**src/rtl/ser_word_arbiter_pkg.sv**
```systemverilog
// Shared constants and types for the serializer word-slot scheduler.
// The serializer uses the same phase constants so the two counters agree on slot timing.
package ser_word_arbiter_pkg;
  typedef logic [4:0] ph_t;

  localparam ph_t PH_RESET  = 5'b11111;
  localparam ph_t PH_DECIDE = 5'b00010;
  localparam ph_t PH_LOAD   = 5'b00001;

  localparam logic [31:0] IDLE_WORD_DEF = 32'h3C3C_3C3C;
  localparam logic [31:0] SYNC_WORD_DEF = 32'hF0F0_0F0F;

  localparam int SLOT_CNT_W = 11;
endpackage

```
**src/rtl/ser_word_arbiter_rr_arbiter_n.sv**
```systemverilog
// Combinational round-robin grant: the search starts just above the last granted
// index and wraps, giving one-hot and encoded outputs.
module rr_arbiter_n
  import ser_word_arbiter_pkg::*;
#(
  parameter int NREQ = 2
) (
  input  logic [NREQ-1:0] req,
  input  logic [2:0]      last,
  output logic [NREQ-1:0] gnt,
  output logic [2:0]      idx,
  output logic            any
);
  always_comb begin
    gnt = '0;
    idx = last;
    any = 1'b0;
    // Indices above the last grant first, then the wrapped part up to and including it.
    for (int j = 0; j < NREQ; j++) begin
      if (!any && req[j] && (j > int'(last))) begin
        any    = 1'b1;
        gnt[j] = 1'b1;
        idx    = 3'(j);
      end
    end
    for (int j = 0; j < NREQ; j++) begin
      if (!any && req[j] && (j <= int'(last))) begin
        any    = 1'b1;
        gnt[j] = 1'b1;
        idx    = 3'(j);
      end
    end
  end
endmodule

```
**src/rtl/ser_word_arbiter.sv**
```systemverilog
// Word-slot scheduler feeding the 32:1 serializer: one word decision every 32 CLKBit.
// Optional SER_SYNC_INSERT_EN adds automatic SYNC insertion every SYNC_PERIOD slots.
module ser_word_arbiter
  import ser_word_arbiter_pkg::*;
#(
  parameter int          NREQ        = 2,
  parameter logic [31:0] IDLE_WORD   = IDLE_WORD_DEF,
  parameter logic [31:0] SYNC_WORD   = SYNC_WORD_DEF,
  parameter int          SYNC_PERIOD = 1024
) (
  input  logic                 CLKBit,
  input  logic                 RSTn,
  input  logic                 Enable,
  input  logic                 SyncReq,
  input  logic [NREQ-1:0]      ReqValid,
  input  logic [32*NREQ-1:0]   ReqData,
  output logic [NREQ-1:0]      ReqReady,
  output logic [31:0]          WordOut,
  output logic [2:0]           GrantIdx,
  output logic                 SlotStrobe,
  output logic [15:0]          WordCnt
);
  ph_t             ph, ph_nxt;
  logic            decide, sync_pend, send_sync, any, slot_wrap;
  logic [NREQ-1:0] gnt;
  logic [2:0]      idx;
  logic [31:0]     sel_word;

  // The decision edge is the one that moves the phase onto PH_DECIDE, so the
  // serializer sees a full cycle of setup before its PH_LOAD edge.
  assign ph_nxt    = ph - 5'd1;
  assign decide    = (ph_nxt == PH_DECIDE);
  assign send_sync = sync_pend | SyncReq;

  rr_arbiter_n #(.NREQ(NREQ)) u_rr (
    .req (ReqValid),
    .last(GrantIdx),
    .gnt (gnt),
    .idx (idx),
    .any (any)
  );

  always_comb begin
    sel_word = '0;
    for (int i = 0; i < NREQ; i++)
      if (gnt[i]) sel_word = sel_word | ReqData[32*i +: 32];
  end

`ifdef SER_SYNC_INSERT_EN
  localparam logic [SLOT_CNT_W-1:0] SLOT_LAST = SLOT_CNT_W'(SYNC_PERIOD - 1);
  logic [SLOT_CNT_W-1:0] slot_cnt;

  assign slot_wrap = decide & ~send_sync & ((slot_cnt + 1'b1) == SLOT_LAST);

  always_ff @(posedge CLKBit or negedge RSTn) begin
    if (!RSTn)                       slot_cnt <= '0;
    else if (decide) begin
      if (send_sync || slot_wrap)    slot_cnt <= '0;
      else                           slot_cnt <= slot_cnt + 1'b1;
    end
  end
`else
  assign slot_wrap = 1'b0;
`endif

  always_ff @(posedge CLKBit or negedge RSTn) begin
    if (!RSTn) begin
      ph         <= PH_RESET;
      WordOut    <= IDLE_WORD;
      ReqReady   <= '0;
      GrantIdx   <= 3'(NREQ - 1);
      SlotStrobe <= 1'b0;
      WordCnt    <= '0;
      sync_pend  <= 1'b0;
    end else begin
      ph         <= ph_nxt;
      ReqReady   <= '0;
      SlotStrobe <= 1'b0;
      if (decide) begin
        SlotStrobe <= 1'b1;
        // Pending is zero whenever sync is not sent, so only the auto-insert can set it here.
        sync_pend  <= slot_wrap;
        if (send_sync) begin
          WordOut <= SYNC_WORD;
        end else if (Enable && any) begin
          WordOut  <= sel_word;
          ReqReady <= gnt;
          GrantIdx <= idx;
          WordCnt  <= WordCnt + 16'd1;
        end else begin
          WordOut <= IDLE_WORD;
        end
      end else if (SyncReq) begin
        sync_pend <= 1'b1;
      end
    end
  end
endmodule

```
**config.mk**
```make
export PLATFORM = sky130hd
export DESIGN_NAME = ser_word_arbiter
export DESIGN_NICKNAME = d
export VERILOG_FILES = /design/src/rtl/ser_word_arbiter_pkg.sv /design/src/rtl/ser_word_arbiter_rr_arbiter_n.sv /design/src/rtl/ser_word_arbiter.sv
export SDC_FILE = /design/constraint.sdc
export NUM_CORES = 1
export LEC_CHECK = 0
export BUFFER_PORTS_ARGS = -buffer_cell sky130_fd_sc_hd__clkbuf_2
export CAP_MARGIN = 30
export CORE_MARGIN = 2
export CORE_UTILIZATION = 51
export CTS_CLUSTER_DIAMETER = 100
export DETAILED_ROUTE_END_ITERATION = 7
export GPL_TIMING_DRIVEN = 0
export PLACE_DENSITY = 0.89
export SYNTH_ARGS = -nofsm -noshare
export SYNTH_HDL_FRONTEND = slang
export SYNTH_HIERARCHICAL = 1
export SYNTH_SLANG_ARGS = --single-unit
```
**constraint.sdc**
```tcl
create_clock -name CLKBit -period 5.6 [get_ports CLKBit]
set_clock_uncertainty 0.15 [all_clocks]
set_input_delay 1.12 -clock CLKBit [delete_from_list [all_inputs] [get_ports CLKBit]]
set_output_delay 1.12 -clock CLKBit [all_outputs]
set_load 0.02 [all_outputs]
```
# Yosys cells after proc, flatten, opt, wreduce, memory -nomap -nowiden
# Index checks and enable logic that the tools add are counted.
[word_totals]
ff_bits = 60
latchBits = 0
mem_bits_rw = 0
romBits = 0
input_bits = 70
out_inout_bits = 54
n_memories = 0
[op_classes]
n_addsub = 2
mul = 0
n_div = 0
magnitude_cmp = 2
eq_ne = 1
shift = 0
muxes = 18
bitwise = 3
n_reduce_logical = 11
[op_table]
columns = ["cell", "count"]
rows = [
  ["$mux W32", 4],
  ["$or A32 B32 Y32", 1],
  ["$add A16 B1 Y16 const B", 1],
  ["$mux W3", 3],
  ["$mux W1", 8],
  ["$mux W2", 3],
  ["$eq A5 B2 Y1 const B", 1],
  ["$logic_and A1 B1 Y1", 5],
  ["$sub A5 B1 Y5 const B", 1],
  ["$reduce_and A4 Y1", 1],
  ["$gt A1 B3 Y1 const A", 1],
  ["$le A1 B3 Y1 const A", 1],
  ["$reduce_and A3 Y1", 1],
  ["$reduce_bool A3 Y1", 1],
  ["$logic_not A1 Y1", 2],
  ["$reduce_bool A2 Y1", 1],
  ["$not A1 Y1", 1],
  ["$or A1 B1 Y1", 1],
]

# Longest topological paths before layout
[logic_depth]
word_depth = 14
ltp_mapped = 10
depth_no_buf = 8

# By module
# The synthesis kept the hierarchy.
[by_module_without_submodules]
columns = ["module", "n_inst", "cells_per_inst", "area_per_inst_um2"]
rows = [
  ["ser_word_arbiter", 1, 238, 2813.9],
  ["rr_arbiter_n", 1, 11, 57.6],
]

# Worst setup path after synthesis
# Ideal clock, no wire load.
[synth_path]
path_type = "input port to flip-flop"
from = "in SyncReq"
to = "reg GrantIdx[1]"
arrival_ns = 2.644
required_time_ns = 5.325
setup_slack_ns = 2.682
path_stages = 4
path_buffers = 0
path_cell_list = "or4b_4 -> or3_1 -> o22ai_4 -> mux2_2"
[synth_between]
elab_chain_len = 3
[synth_rtl]
columns = ["item", "line", "rtl"]
rows = [
  ["start, declared", "ser_word_arbiter.sv:14", "input logic SyncReq,"],
  ["$or A1 B1 Y1", "ser_word_arbiter.sv:33", "assign send_sync = sync_pend | SyncReq;"],
  ["$not A1 Y1 (no source line)", "-", ""],
  ["$reduce_and A4 Y1 (no source line)", "-", ""],
  ["end signal, assigned", "ser_word_arbiter.sv:71", "GrantIdx <= 3'(NREQ - 1);"],
  ["end signal, assigned", "ser_word_arbiter.sv:88", "GrantIdx <= idx;"],
  ["end, declared", "ser_word_arbiter.sv:19", "output logic [2:0] GrantIdx,"],
]
# No other way between the ends.
# A chain may end at the register's enable or synchronous reset.

# Worst setup path after layout
[layout_path]
from = "reg ph[0]"
to = "reg WordOut[1]"
[layout_between]
elab_chain_len = 2
[layout_rtl]
columns = ["item", "line", "rtl"]
rows = [
  ["start, declared", "ser_word_arbiter.sv:23", "ph_t ph, ph_nxt;"],
  ["start signal, assigned", "ser_word_arbiter.sv:76", "ph <= ph_nxt;"],
  ["$sub A5 B1 Y5", "ser_word_arbiter.sv:31", "assign ph_nxt = ph - 5'd1;"],
  ["via ph_nxt[0]", "ser_word_arbiter.sv:23", ""],
  ["$eq A5 B2 Y1", "ser_word_arbiter.sv:32", "assign decide = (ph_nxt == PH_DECIDE);"],
  ["end signal, assigned", "ser_word_arbiter.sv:86", "WordOut <= sel_word;"],
  ["end, declared", "ser_word_arbiter.sv:18", "output logic [31:0] WordOut,"],
]
# The timed path passes the listed nets, and every way through them passes these cells.

==> metrics <==
status complete, no violations; Synth Flop Type dfrtp_1; post-synthesis sequential area ratio 0.532; HPWL Detailed ~5200 microns; area delta synth->final 31.4%; final slew viol count 0; Post-DRT Antenna Nets 0; largest net degree at the start of global routing 61; CTS resizes 0; Hold Buf Count CTS 0; Post-CTS Setup Repair Bufs 0; Sink Count 60; leakage power 1.82 nW; Die Height between 70 and 80 microns; Final period util 0.511; setup tns final 0 ps; grt total ovfl 0; Yosys cell types 37; clk_lat worst skew 330 ps; Data arrival, critical path about 3000 ps; Syn Nets approximately 320; vias per inst 5.42; drt drc 0; Worst setup EP type flip-flop; peak supply drop 0.168 mV; initial antenna violation count 0; vias in the first global route 2,440; Buffers on Ports 123; cell area after synthesis 2870 sq um; CTS buffer count 9; first drt pass iteration count 4; Startpoint Class flip-flop; Reg2Reg Setup Slack 2740 ps; worst hold path cell count 1; endpoints failing setup 0; Yosys top cell area share 0.331; final net count 456; CORE AREA 5470 sq um; clock buffer depth 2; Inserted Diodes 0; Power Density roughly 230 nW/um^2; crit path time final around 2900 ps; EDFF count, synth 0; Starting Density 0.525; critical-path cell list inv_1 -> ha_1 -> o21bai_1 -> o21a_1 -> a2bb2oi_1 -> or2_2 -> buf_2 -> inv_4 -> buf_4 -> mux2_2; final hold vios 0; H-tree Lvls 3; IO Pins 124; ratio of cells with drive above 1 in the final layout 0.490; Slowest cell on crit path dfstp_2; DR iter-0 viols 99; clock slew at reported path FFs 70 ps; Slew HR 0.479; Worst-Margin Slew 782 ps; yosys warns 6; synthesized area per cell 11.5 sq um; Synth area leaders dfrtp_1, dfstp_2, a22oi_1; full die area about 6200 sq um; critical path class flip-flop to flip-flop; achievable frequency roughly 0.35 GHz; WP data required approximately 5700 ps; Async SR Flop Fraction 1.00; WL per Instance roughly 15 microns; Final Total Pwr 0.000873 W; first-pass GRT wire length 11,300 microns; DIE WIDTH 79.0 microns; routed wire length 6980 microns; worst-case reg-to-reg path depth 10; Yosys reg bits 60; TritonCTS clock tree built; total track usage 0.234; # rows 27; final RePlAce weighted congestion 0.865; Yosys top cell by area dfrtp_1; Max Cap Violations 0; RSZ-0062 raised after global routing false; worst-path fanout max 10; crit-path max cell delay between 500 and 600 ps; via count 2,494; Root Driver clkbuf_8; cells after synthesis 249; worst min path class flip-flop to flip-flop
power breakdown:
| part | switching [W] | internal (W) | total, W |
|---|---|---|---|
| sequential | 0.0000000000205 | 0.000434 | 0.000434 |
| clock | 0.000164 | 0.000215 | 0.000379 |
| combinational | 0.0000326 | 0.0000272 | 0.0000598 |
worst paths after layout:
check / from / to
worst max register to register: ph[0] / WordOut[1]
min in group asynchronous: RSTn / WordCnt[4]
worst max-delay path: ph[0] / WordOut[1]
worst min-delay path: WordCnt[15] / WordCnt[15]
worst min register to register: WordCnt[15] / WordCnt[15]
max in group asynchronous: RSTn / WordOut[25]
worst max-delay path, delay by kind of cell, from the launching register on:
family | cells | cell delay, ps
simple gates | 1 | 320
compound gates | 3 | 550
fa+ha+maj | 1 | 250
buf+inv | 4 | 570
mux | 1 | 350
flops | 1 | 550
metrics by stage:
stage | hold slack (ps) | instance area, sq um | util | instances | worst slack [ps]
floorplan | 305 | 2870 | - | 249 | 2680
CTS | 318 | 3770 | 0.690 | 460 | 2730
finish | 322 | 3770 | 0.690 | 460 | 2740
global placement | 306 | 3580 | 0.654 | 444 | 2490
detailed placement | 308 | 3580 | 0.654 | 444 | 2450
global route | 356 | 3770 | 0.690 | 460 | 2590
area by class of cell:
| type | count | area, sq um |
|---|---|---|
| multi-input cells | 166 | 1250 |
| fillers | 434 | 1700 |
| repair buffers | 123 | 618 |
| well taps | 72 | 90.1 |
| clock inverters | 5 | 52.6 |
| inverters | 9 | 36.3 |
| plain buffers | 14 | 58.8 |
| clock buffers | 11 | 141 |
| flip-flops and latches | 60 | 1530 |
layout by cell type (no fill, tap or decap), drive strengths merged, types with 4 or more instances in the layout:
master / count
nor2: 8
xnor2: 6
a22oi: 32
buf: 4
nor3: 5
dfrtp: 38
clkbuf: 144
dfstp: 22
a21oi: 10
mux2: 20
nor4: 6
nand3: 5
o21ai: 8
inv: 9
xor2: 12
nand2: 12
a2bb2oi: 9
o2bb2ai: 8
cells by family (layout without fill, tap and decap cells):
| kind of cell | count (synthesis) | after routing | synth area share |
|---|---|---|---|
| AOI/OAI and AO/OA | 71 | 71 | 0.182 |
| xor gates and xnor gates | 18 | 18 | 0.0549 |
| adders and majority gates | 3 | 3 | 0.0131 |
| buffers and inverters | 23 | 162 | 0.0331 |
| DFF | 60 | 60 | 0.532 |
| muxes | 20 | 20 | 0.0784 |
| and+or+nand+nor | 54 | 54 | 0.106 |
per-layer routing:
layer  vias to the layer above  part of all wire  track usage  wire, microns
li1                       1190                 -            -              -
met1                      1206              0.40        0.276           2770
met2                        85              0.53        0.406           3680
met3                        13             0.058       0.0489            405
met4                         0             0.018        0.116            123
met5                         -                 0            0              0
flip-flops by register name, summed over array words and instances (netlist names):
name and flops:
GrantIdx 3, WordCnt 16, WordOut 32, sync_pend 1
ph 5, SlotStrobe 1, ReqReady 2
cells in the mapped netlist (all sizes together) (2+ instances only):
master   instances
nor2             8
dfstp           22
buf              4
inv              9
xor2            12
ha               3
clkbuf          10
o21ai            8
dfrtp           38
and2             3
nand3            5
a21oi           10
a22oi           32
nand2           12
o2bb2ai          8
o21a             2
a2bb2oi          9
nand4            3
xnor2            6
or2              3
nand2b           2
nor3             5
or3              3
mux2            20
nor4             6
Note: power is estimated with default switching activity, not from simulation.
